$ cat config.mk
export PLATFORM = sky130hd
export DESIGN_NAME = cpu_run_ctrl
export DESIGN_NICKNAME = d
export VERILOG_FILES = /design/src/rtl/cpu_run_ctrl.sv
export SDC_FILE = /design/constraint.sdc
export NUM_CORES = 1
export LEC_CHECK = 0
export CORE_MARGIN = 10
export CORE_UTILIZATION = 46
export DETAILED_ROUTE_END_ITERATION = 10
export PLACE_DENSITY = 0.7
export SLEW_MARGIN = 15
export SYNTH_ARGS = -nofsm -noshare
export SYNTH_HDL_FRONTEND = slang
export SYNTH_SLANG_ARGS = --single-unit
$ cat constraint.sdc
create_clock -name clk -period 2.7 [get_ports clk]
set_input_delay 0.54 -clock clk [delete_from_list [all_inputs] [get_ports clk]]
set_output_delay 0.54 -clock clk [all_outputs]
set_load 0.01 [all_outputs]
$ cat src/rtl/cpu_run_ctrl.sv
// cpu_run_ctrl: debounced run/halt/single-step controller driving the CPU clock enable.
// Define CPU_RUN_CTRL_STEPCNT_EN to count enabled CPU cycles on step_count.
module cpu_run_ctrl #(
  parameter int DEBOUNCE_CYCLES = 270000,
  parameter int CNT_W           = 19
) (
  input  logic        clk,
  input  logic        rst,
  input  logic        key_step_n,
  input  logic        key_run_n,
  input  logic        halt_req,
  output logic        cpu_en,
  output logic        running,
  output logic [1:0]  ctrl_state,
  output logic [15:0] step_count
);
  localparam logic [CNT_W-1:0] LAST = CNT_W'(DEBOUNCE_CYCLES - 1);
  typedef enum logic [1:0] {HALT = 2'b00, STEP = 2'b01, RUN = 2'b10} state_t;
  logic [1:0]       w_key;
  logic [1:0]       r_sync0, r_sync1, r_db, r_press;
  logic [CNT_W-1:0] r_cnt [2];
  logic             w_step_p, w_run_p;
  state_t           r_state, w_next;
  logic             r_cpu_en, r_running;
  assign w_key    = {key_run_n, key_step_n};
  assign w_step_p = r_press[0];
  assign w_run_p  = r_press[1];
  // Bit 0 is the step key, bit 1 the run/halt key; press pulses fire only on debounced falls.
  always_ff @(posedge clk or posedge rst) begin
    if (rst) begin
      r_sync0 <= 2'b11;
      r_sync1 <= 2'b11;
      r_db    <= 2'b11;
      r_press <= 2'b00;
      for (int i = 0; i < 2; i++) r_cnt[i] <= '0;
    end else begin
      r_sync0 <= w_key;
      r_sync1 <= r_sync0;
      r_press <= 2'b00;
      for (int i = 0; i < 2; i++) begin
        if (r_sync1[i] == r_db[i]) r_cnt[i] <= '0;
        else if (r_cnt[i] == LAST) begin
          r_db[i]    <= r_sync1[i];
          r_cnt[i]   <= '0;
          r_press[i] <= ~r_sync1[i];
        end else r_cnt[i] <= r_cnt[i] + 1'b1;
      end
    end
  end
  always_comb begin
    w_next = (r_state == HALT) ? ((w_run_p && !halt_req) ? RUN : (w_step_p ? STEP : HALT)) :
             (r_state == RUN)  ? ((halt_req || w_run_p) ? HALT : RUN) : HALT;
  end
  always_ff @(posedge clk or posedge rst) begin
    if (rst) begin
      r_state   <= HALT;
      r_cpu_en  <= 1'b0;
      r_running <= 1'b0;
    end else begin
      r_state   <= w_next;
      r_cpu_en  <= (w_next != HALT);
      r_running <= (w_next == RUN);
    end
  end
  assign cpu_en     = r_cpu_en;
  assign running    = r_running;
  assign ctrl_state = r_state;
`ifdef CPU_RUN_CTRL_STEPCNT_EN
  logic [15:0] r_step_count;
  always_ff @(posedge clk or posedge rst) begin
    if (rst) r_step_count <= 16'h0000;
    else if (r_cpu_en) r_step_count <= r_step_count + 16'h0001;
  end
  assign step_count = r_step_count;
`else
  assign step_count = 16'h0000;
`endif
endmodule
==> out/metrics.yaml, run 1 <==
status: "complete, no violations"
rsz0062_at_grt: "no"
final_cells: 330
synth_cell_type_count: 35
setup_viol: 0
crit_buf_inv: 1
relSlewSlack: 0.6255
synthTopCellsByCount: "dfrtp_1, nor2_1, xnor2_1"
post-route-util: 0.5217
drive_above_1_share: 0.1038
cp_top_family: "simple AND/OR/NAND/NOR gates"
viasPerCell: 5.088
required_ps: 2890
synth-edff-count: 0
clock_sinks: 50
p_leak_nw: 1.084
cts_tree: "yes"
wire_per_inst_um: 13.05
clkPwrFrac: 0.387
p_comb_frac: 0.044
cts_buffer_depth: 2
placed_cells: 322
grt_max_degree: 29
whs_ps: 359.5
path_cells: "ha_1 > nand3_1 > or4_4 > o31ai_4 > buf_4 > nor2_1"
gp_congestion: 0.8135
dr.pass1.iters: 4
min_from: "r_sync0[1]"
cts_setup_buffers: 0
ant_nets: 0
reg2reg_depth: 6
yosys_warnings: 0
io_pins: 25
antenna_found_initial: 0
power_switching_uw: 298.5
synthFlopType: "dfrtp_1"
dieArea_sq_um: 8680
slew_violations: 0
pwr-share-seq: 0.569
worstSkewPairLatency_ps: 300
min_path_type: "reg2reg"
routed_wl_mm: 4.307
synth_top_area_frac: 0.4472
ys_seq_area_frac: 0.5112
postCtsHoldBufs: 0
dp_hpwl_mm: 3.191
power.density_nw_per_um2: 505.2
post-route-min-period_ps: 2164
slowest_delay_ps: 490
fp.dieH_um: 93.17
root_buffer: "clkbuf_8"
drt_iter0_drc: 76
synth_area_sq_um: 2462
drv_cap: 0
fillCellCount: 501
fmax_ghz: 0.4622
start_util: 0.4791
r2r-end: "r_cnt[27]"
yosys_register_bits: 50
n_antenna_cell: 0
drcViolationCount: 0
grt_overflow: 0
end_kind: "register"
hold_violations: 0
grtUsageTotal: 0.1091
syn2layout_area_growth_pct: 8.892
syn_avg_cell_area_sq_um: 10.05
clock_skew_ps: 6.196
synth_area_leaders: "dfrtp_1, xnor2_1, dfstp_2"
rr_startpoint: "r_cnt[19]"
fp-row-count: 26
tightest_slew_ps: 560.9
grt_pass1_vias: 1638
async_flop_share: 1.000
whs_path_depth: 0
core_sq_um: 5140
worstSetupPathType: "reg2reg"
tns_ps: 0
yosysMostFrequentCell: "dfrtp_1"
cp_max_fo: 10
die_w_um: 93.17
synthCells: 245
clk_pin_slew_worst_paths_ps: 90
switching_share: 0.2204
worstHoldEndpoint: "r_sync1[1]"
regToRegSetupSlack_ps: 540
num_vias: 1679
intPower_mw: 1.056
min_period_over_period: 0.8013
grt_pass1_wl_mm: 7.852
ir_drop_mv: 0.1843
start_kind: "register"
yosysTopAreaCell: "dfrtp_1"
cp.arrival_ps: 2360
nets: 266
io_buffers: 8
numCtsBuffers: 5
h-tree-depth: 2
cts_resized: 0
crit_slowest_cell: "o31ai_4"
==> logic make-up (layout without fill, tap and decap cells) <==
| family | count (synthesis) | in the layout | share of synthesized area |
|---|---|---|---|
| AND/OR/NAND/NOR | 113 | 113 | 0.2424 |
| flip-flops | 50 | 50 | 0.5112 |
| buffers and inverters | 30 | 30 | 0.07368 |
| XOR/XNOR | 29 | 29 | 0.1032 |
| AO/OA/AOI/OAI | 16 | 16 | 0.04065 |
| multiplexers | 4 | 4 | 0.01728 |
| adder cells (fa/ha/maj) | 2 | 2 | 0.01016 |
| other | 1 | 16 | 0.001523 |
==> per-layer routing <==
layer,global-route usage,vias up,share of wire
met5,0,-,0
met2,0.1624,35,0.45
met1,0.1451,800,0.49
li1,-,839,-
met4,0.03985,0,0.011
met3,0.03437,5,0.055
==> area by class of cell <==
cell class	count	area [sq um]	share of cell area
flip-flops and latches	50	1259	0.4694
multi-input cells	180	1079	0.4022
repair buffers	11	102.6	0.03826
well taps	70	87.58	0.03266
clock buffers	5	68.82	0.02566
clock inverters	3	43.79	0.01633
inverters	11	41.29	0.01540
==> through the flow <==
step | setup WS, ps | power (mW) | area (sq um)
3_5_place_dp | 560.8 | 0.8449 | 2569
6_report | 536.5 | 1.355 | 2681
3_3_place_gp | 629.4 | 0.8436 | 2569
2_1_floorplan | 810.0 | 0.8426 | 2519
5_1_grt | 373.5 | 1.417 | 2681
4_1_cts | 527.5 | 1.375 | 2681
==> power by group through the flow <==
stage	Combinational [mW]	Sequential, mW	Clock, mW
after floorplan	0.0594	0.783	0
after global placement	0.0592	0.784	0
after detailed placement	0.0598	0.785	0
after CTS	0.0603	0.771	0.544
after global routing	0.0692	0.773	0.576
final	0.0591	0.771	0.525
==> flip-flops by register name (all words and copies together), names as in the netlist <==
signal      cells
ctrl_state      2
cpu_en          1
r_sync0         2
r_cnt          38
r_db            2
r_press         2
running         1
r_sync1         2
==> layout by cell type (no fill, tap or decap), types with 2 or more instances in the layout <==
cell type | netlist | layout
a21oi_1 | 6 | 6
and3_1 | 5 | 5
and4_1 | 2 | 2
buf_4 | 16 | 3
clkbuf_8 | 0 | 5
clkdlybuf4s50_1 | 0 | 8
conb_1 | 1 | 16
dfrtp_1 | 44 | 44
dfstp_2 | 6 | 6
ha_1 | 2 | 2
inv_1 | 11 | 10
mux2_2 | 2 | 2
mux2i_1 | 2 | 2
nand2_1 | 10 | 10
nand3_1 | 14 | 14
nand4_1 | 9 | 9
nor2_1 | 35 | 35
nor3_1 | 10 | 10
nor4_1 | 9 | 9
nor4b_1 | 3 | 3
o21ai_0 | 8 | 8
or3_1 | 7 | 7
or4_4 | 2 | 2
xnor2_1 | 21 | 21
xor2_1 | 8 | 8
==> worst max-delay path by stage <==
| stage | startpoint | end | slack (ps) | depth (start not counted) |
|---|---|---|---|---|
| 4_1_cts | r_cnt[19] | r_cnt[27] | 530 | 6 |
| 5_1_grt | r_cnt[19] | r_cnt[27] | 370 | 6 |
| 2_1_floorplan | r_cnt[19] | r_cnt[27] | 810 | 6 |
| 3_5_place_dp | r_cnt[19] | r_cnt[27] | 560 | 6 |
| 3_3_place_gp | r_cnt[19] | r_cnt[29] | 630 | 6 |
| 6_report | r_cnt[19] | r_cnt[27] | 540 | 6 |
Note: power is estimated with default switching activity, not from simulation.
==> run 2, diff against run 1 <==
--- a/config.mk
+++ b/config.mk
@@ -8,7 +8,7 @@
 export CORE_MARGIN = 10
 export CORE_UTILIZATION = 46
 export DETAILED_ROUTE_END_ITERATION = 10
-export PLACE_DENSITY = 0.7
+export PLACE_DENSITY = 0.72
 export SLEW_MARGIN = 15
 export SYNTH_ARGS = -nofsm -noshare
 export SYNTH_HDL_FRONTEND = slang
==> constraint.sdc (replaced) <==
create_clock -name clk -period 1.9 [get_ports clk]
set_input_delay 0.38 -clock clk [delete_from_list [all_inputs] [get_ports clk]]
set_output_delay 0.38 -clock clk [all_outputs]
set_load 0.01 [all_outputs]
==> run 2 against run 1 <==
Flip-flop and latch count stayed put. Clock skew barely moved. First-iteration DRC count down 13%. Count of clock-buffer cells in the layout is the same. Global-route usage down 0.14 points. Via count increased by 3.0%. Final cell count grew 3.3%. Critical path depth is the same. Largest power group unchanged.
==> out/metrics.yaml, run 2 (same netlist as run 1, synthesis figures left out) <==
numCtsBuffers: 5
ant_nets: 0
stdcell_area_sq_um: 2765
start_kind: "register"
rsz0062_at_grt: "yes"
cts_buffer_depth: 2
drv_cap: 0
num_vias: 1729
required_ps: 2110
slew_violations: 0
worstSetupPathType: "reg2reg"
dieArea_sq_um: 8680
root_buffer: "clkbuf_8"
layout_common_cells: "dfrtp_1, nor2_1, xnor2_1"
grt_pass1_vias: 1764
worstSkewPairLatency_ps: 310
fmax_ghz: 0.5509
min_path_type: "in2async"
dp_hpwl_mm: 3.248
grt_overflow: 0
dr.pass1.iters: 4
hold_violations: 0
start_util: 0.4791
whs_ps: 323.3
die_w_um: 93.17
post_dp_cell_area_sq_um: 2656
largest_register_ffs: 38
syn2layout_area_growth_pct: 12.30
clk_pin_slew_worst_paths_ps: 100
setup_viol: 0
cp_max_fo: 10
io_pins: 25
p_leak_nw: 1.124
post-route-min-period_ps: 1815
drcViolationCount: 0
layout_commonest_cell: "dfrtp_1"
drt_iter0_drc: 66
fp.dieH_um: 93.17
status: "complete, no violations"
core_sq_um: 5140
fp-row-count: 26
grtUsageTotal: 0.1078
antenna_found_initial: 0
cp.arrival_ps: 2020
end_kind: "register"
n_antenna_cell: 0
viasPerCell: 5.070
total_power_mw: 1.841
clock_skew_ps: 6.502
io_buffers: 8
grt_max_degree: 38
grt_pass1_wl_mm: 7.714
power.density_nw_per_um2: 665.7
gp_congestion: 0.8134
postCtsHoldBufs: 0
nets: 277
wire_per_inst_um: 12.93
routed_wl_mm: 4.410
h-tree-depth: 2
drive_above_1_share: 0.1476
ir_drop_mv: 0.5005
clock_sinks: 50
largest_register: "r_cnt"
min_period_over_period: 0.9554
cts_tree: "yes"
==> run 2: area by class of cell <==
| class | count | area, sq um |
|---|---|---|
| Timing Repair Buffer | 22 | 197.7 |
| Clock buffer | 5 | 68.82 |
| Multi-Input combinational cell | 180 | 1086 |
| Clock inverter | 3 | 25.02 |
| Sequential cell | 50 | 1259 |
| Inverter | 11 | 41.29 |
| Fill cell | 474 | 2375 |
| Tap cell | 70 | 87.58 |
==> run 2: what timing repair did <==
| action | 4_1_cts | 5_1_grt |
|---|---|---|
| endpoints found under the setup margin | 0 | 20 |
| buffers inserted | 0 | 1 |
| gates resized for setup | 0 | 2 |
| endpoints found under the hold margin | 0 | 0 |
==> run 2: path summary, 6_finish.rpt <==
check                                start  slack (ps)          to  cells after the start
worst max register to register   r_cnt[20]          80   r_cnt[29]                      6
max in group asynchronous              rst        1020     r_db[0]                      3
worst min-delay path                   rst         320    r_cnt[2]                      2
worst max-delay path             r_cnt[20]          80   r_cnt[29]                      6
min in group clk                r_sync0[0]         360  r_sync1[0]                      0
worst min register to register  r_sync0[0]         360  r_sync1[0]                      0
==> run 2: routing by layer <==
metal | global-route usage | vias to the layer above | routed length [um]
li1 | - | 868 | -
met5 | 0 | - | 0
met2 | 0.1893 | 18 | 2170
met1 | 0.1170 | 835 | 1990
met3 | 0.03597 | 8 | 182
met4 | 0.04242 | 0 | 66
==> run 2: metrics by stage <==
stage          setup slack (ps)  instances    util  setup TNS [ps]
4_1_cts                   45.37        340  0.5351               0
2_1_floorplan             9.980        260       -               0
3_3_place_gp              123.6        332  0.5168               0
6_report                  84.78        341  0.5380               0
3_5_place_dp              78.75        332  0.5168               0
5_1_grt                  -23.05        341  0.5380          -246.2
==> run 2: worst max-delay path, cell delays in order, from the launching register on <==
cell and delay, ps:
dfrtp_1 390, ha_1 170, nand3_1 120, or4_4 470, o31ai_4 280, buf_4 210, nor2_1 60
==> run 2: power by group <==
part           switching (mW)  total, mW  internal [mW]
logic                  0.0620     0.0957         0.0337
registers              0.0133       1.10           1.08
clock network           0.384      0.650          0.266
==> run 3, diff against run 2 <==
--- a/config.mk
+++ b/config.mk
@@ -5,6 +5,7 @@
 export SDC_FILE = /design/constraint.sdc
 export NUM_CORES = 1
 export LEC_CHECK = 0
+export ABC_AREA = 1
 export CORE_MARGIN = 10
 export CORE_UTILIZATION = 46
 export DETAILED_ROUTE_END_ITERATION = 10
==> run 3 against run 2 <==
Register-to-register slack improved by 400 ps. Critical endpoint is now ctrl_state[0]. Critical path type is now reg2out. First-iteration DRC count rose by 73%. Setup slack improved by 230 ps. Maximum frequency rose by 14%. Sequential power barely moved. Critical path depth fell by 5. Power fell by 1.8%. Largest cell class unchanged. Routed wire length rose by 6.2%. Count of clock-buffer cells in the layout rose by 2.
==> out/metrics.yaml, run 3 <==
layout_commonest_cell: "nor2_1"
place_ws_ps: 416.4
yosys_warnings: 0
cp.arrival_ps: 1210
synthTopCellsByCount: "nor2_1, nand2_1, dfrtp_1"
routed_wl_mm: 4.682
stdcell_area_sq_um: 2865
slowest_delay_ps: 550
start_util: 0.4772
fmax_ghz: 0.6306
grtUsageTotal: 0.1102
worstSkewPairLatency_ps: 300
switching_share: 0.2247
async_flop_share: 1.000
cts_resized: 0
n_antenna_cell: 0
cts_setup_buffers: 0
synth_simple_gate_area_share: 0.3067
grt_pass1_vias: 1906
syn_avg_cell_area_sq_um: 8.185
clk_pin_slew_worst_paths_ps: 90
p_comb_frac: 0.050
nets: 346
numCtsBuffers: 5
post_dp_cell_area_sq_um: 2774
p_leak_nw: 1.306
dr.pass1.iters: 5
synth_area_sq_um: 2644
min_path_type: "in2async"
start_kind: "register"
synth_top_family_by_area: "simple AND/OR/NAND/NOR gates"
io_pins: 25
antenna_found_initial: 0
synth_area_leaders: "dfrtp_1, nor2_1, nand2_1"
fin_ws_ps: 314.1
post-route-min-period_ps: 1586
power_switching_uw: 406.3
total_power_mw: 1.808
synthAdderAreaFrac: 0.009465
fillCellCount: 536
post-route-util: 0.5172
core_sq_um: 5540
layout_common_cells: "nor2_1, nand2_1, dfrtp_1"
yosysTopAreaCell: "dfrtp_1"
path_cells: "clkdlybuf4s50_1"
muxShareOfSynthArea: 0
synth-edff-count: 0
grt_pass1_wl_mm: 8.335
yosys_register_bits: 50
largest_register: "r_cnt"
rsz0062_at_grt: "no"
pwr-share-seq: 0.603
gp_congestion: 0.8886
cts_buffer_depth: 2
grt_max_degree: 24
rr_startpoint: "r_cnt[19]"
fp.dieH_um: 95.81
cp_top_family: "buffers and inverters"
synth_compound_area_frac: 0.02934
worstSetupPathType: "reg2out"
cp_max_fo: 3
drive_above_1_share: 0.1235
crit_buf_inv: 1
ys_seq_area_frac: 0.4761
synthFlopType: "dfrtp_1"
largest_register_ffs: 38
viasPerCell: 4.767
die_w_um: 95.81
clock_skew_ps: 8.878
fp-row-count: 27
min_period_over_period: 0.8347
cts_tree: "yes"
setup_viol: 0
h-tree-depth: 2
regToRegSetupSlack_ps: 480
num_vias: 1964
drt_iter0_drc: 114
dieArea_sq_um: 9180
grt_overflow: 0
yosysMostFrequentCell: "nor2_1"
reg2reg_depth: 6
root_buffer: "clkbuf_8"
synthXorXnorAreaFrac: 0.07619
synth_top_area_frac: 0.4165
synthCells: 323
drv_cap: 0
tns_ps: 0
r2r-end: "r_cnt[31]"
syn2layout_area_growth_pct: 8.377
intPower_mw: 1.402
dp_hpwl_mm: 3.646
clock_sinks: 50
io_buffers: 8
clkPwrFrac: 0.347
status: "complete, no violations"
ir_drop_mv: 0.4025
end_kind: "output pin"
wire_per_inst_um: 11.36
synth_cell_type_count: 25
hold_violations: 0
crit_slowest_cell: "clkdlybuf4s50_1"
drcViolationCount: 0
ant_nets: 0
postCtsHoldBufs: 0
required_ps: 1520
slew_violations: 0
power.density_nw_per_um2: 631.0
==> run 3: logic make-up (layout without fill, tap and decap cells) <==
group,count (synthesis),count (layout)
simple gates,180,180
xor+xnor,23,23
other cells,1,16
compound gates,14,14
buf+inv,53,55
flops,50,50
fa+ha+maj,2,2
==> run 3: area by class of cell <==
class	instances	area [sq um]	share of cell area
Clock buffer	7	86.33	0.03013
Clock inverter	1	5.005	0.001747
Timing Repair Buffer	11	115.1	0.04017
Multi-Input combinational cell	235	1175	0.4100
Tap cell	72	90.09	0.03144
Inverter	36	135.1	0.04716
Sequential cell	50	1259	0.4393
==> run 3: power by group through the flow <==
stage / registers [mW] / logic, mW / clock network, mW
after floorplan: 1.11 / 0.0857 / 0
after global routing: 1.09 / 0.105 / 0.690
after global placement: 1.11 / 0.0890 / 0
final: 1.09 / 0.0896 / 0.627
after detailed placement: 1.11 / 0.0905 / 0
after CTS: 1.09 / 0.0910 / 0.644
==> run 3: per-layer routing <==
layer | GRT usage | wire length (um)
met5 | 0 | 0
met4 | 0.03194 | 52
met3 | 0.02490 | 345
met2 | 0.1772 | 2090
met1 | 0.1451 | 2194
==> run 3: metrics by stage <==
stage          instances  hold WS [ps]
5_1_grt              412         369.1
3_3_place_gp         404         346.4
6_report             412         347.8
2_1_floorplan        338         345.2
3_5_place_dp         404         347.2
4_1_cts              412         354.4
==> run 3: worst reg2reg max path, cell delays in order, from the launching register on <==
cell and delay (ps):
dfrtp_1 380, ha_1 190, nand3_1 150, nor2_1 160
nand3_2 130, nand2_2 200, nor2_1 90
==> run 3: worst max path at each step <==
stage | start | to | slack [ps] | cells past startpoint
floorplan | rst | cpu_en | 330 | 1
global placement | halt_req | cpu_en | 430 | 5
detailed placement | halt_req | cpu_en | 420 | 5
CTS | ctrl_state[0] | ctrl_state[0] | 300 | 1
global route | ctrl_state[1] | ctrl_state[1] | 270 | 1
finish | ctrl_state[0] | ctrl_state[0] | 310 | 1
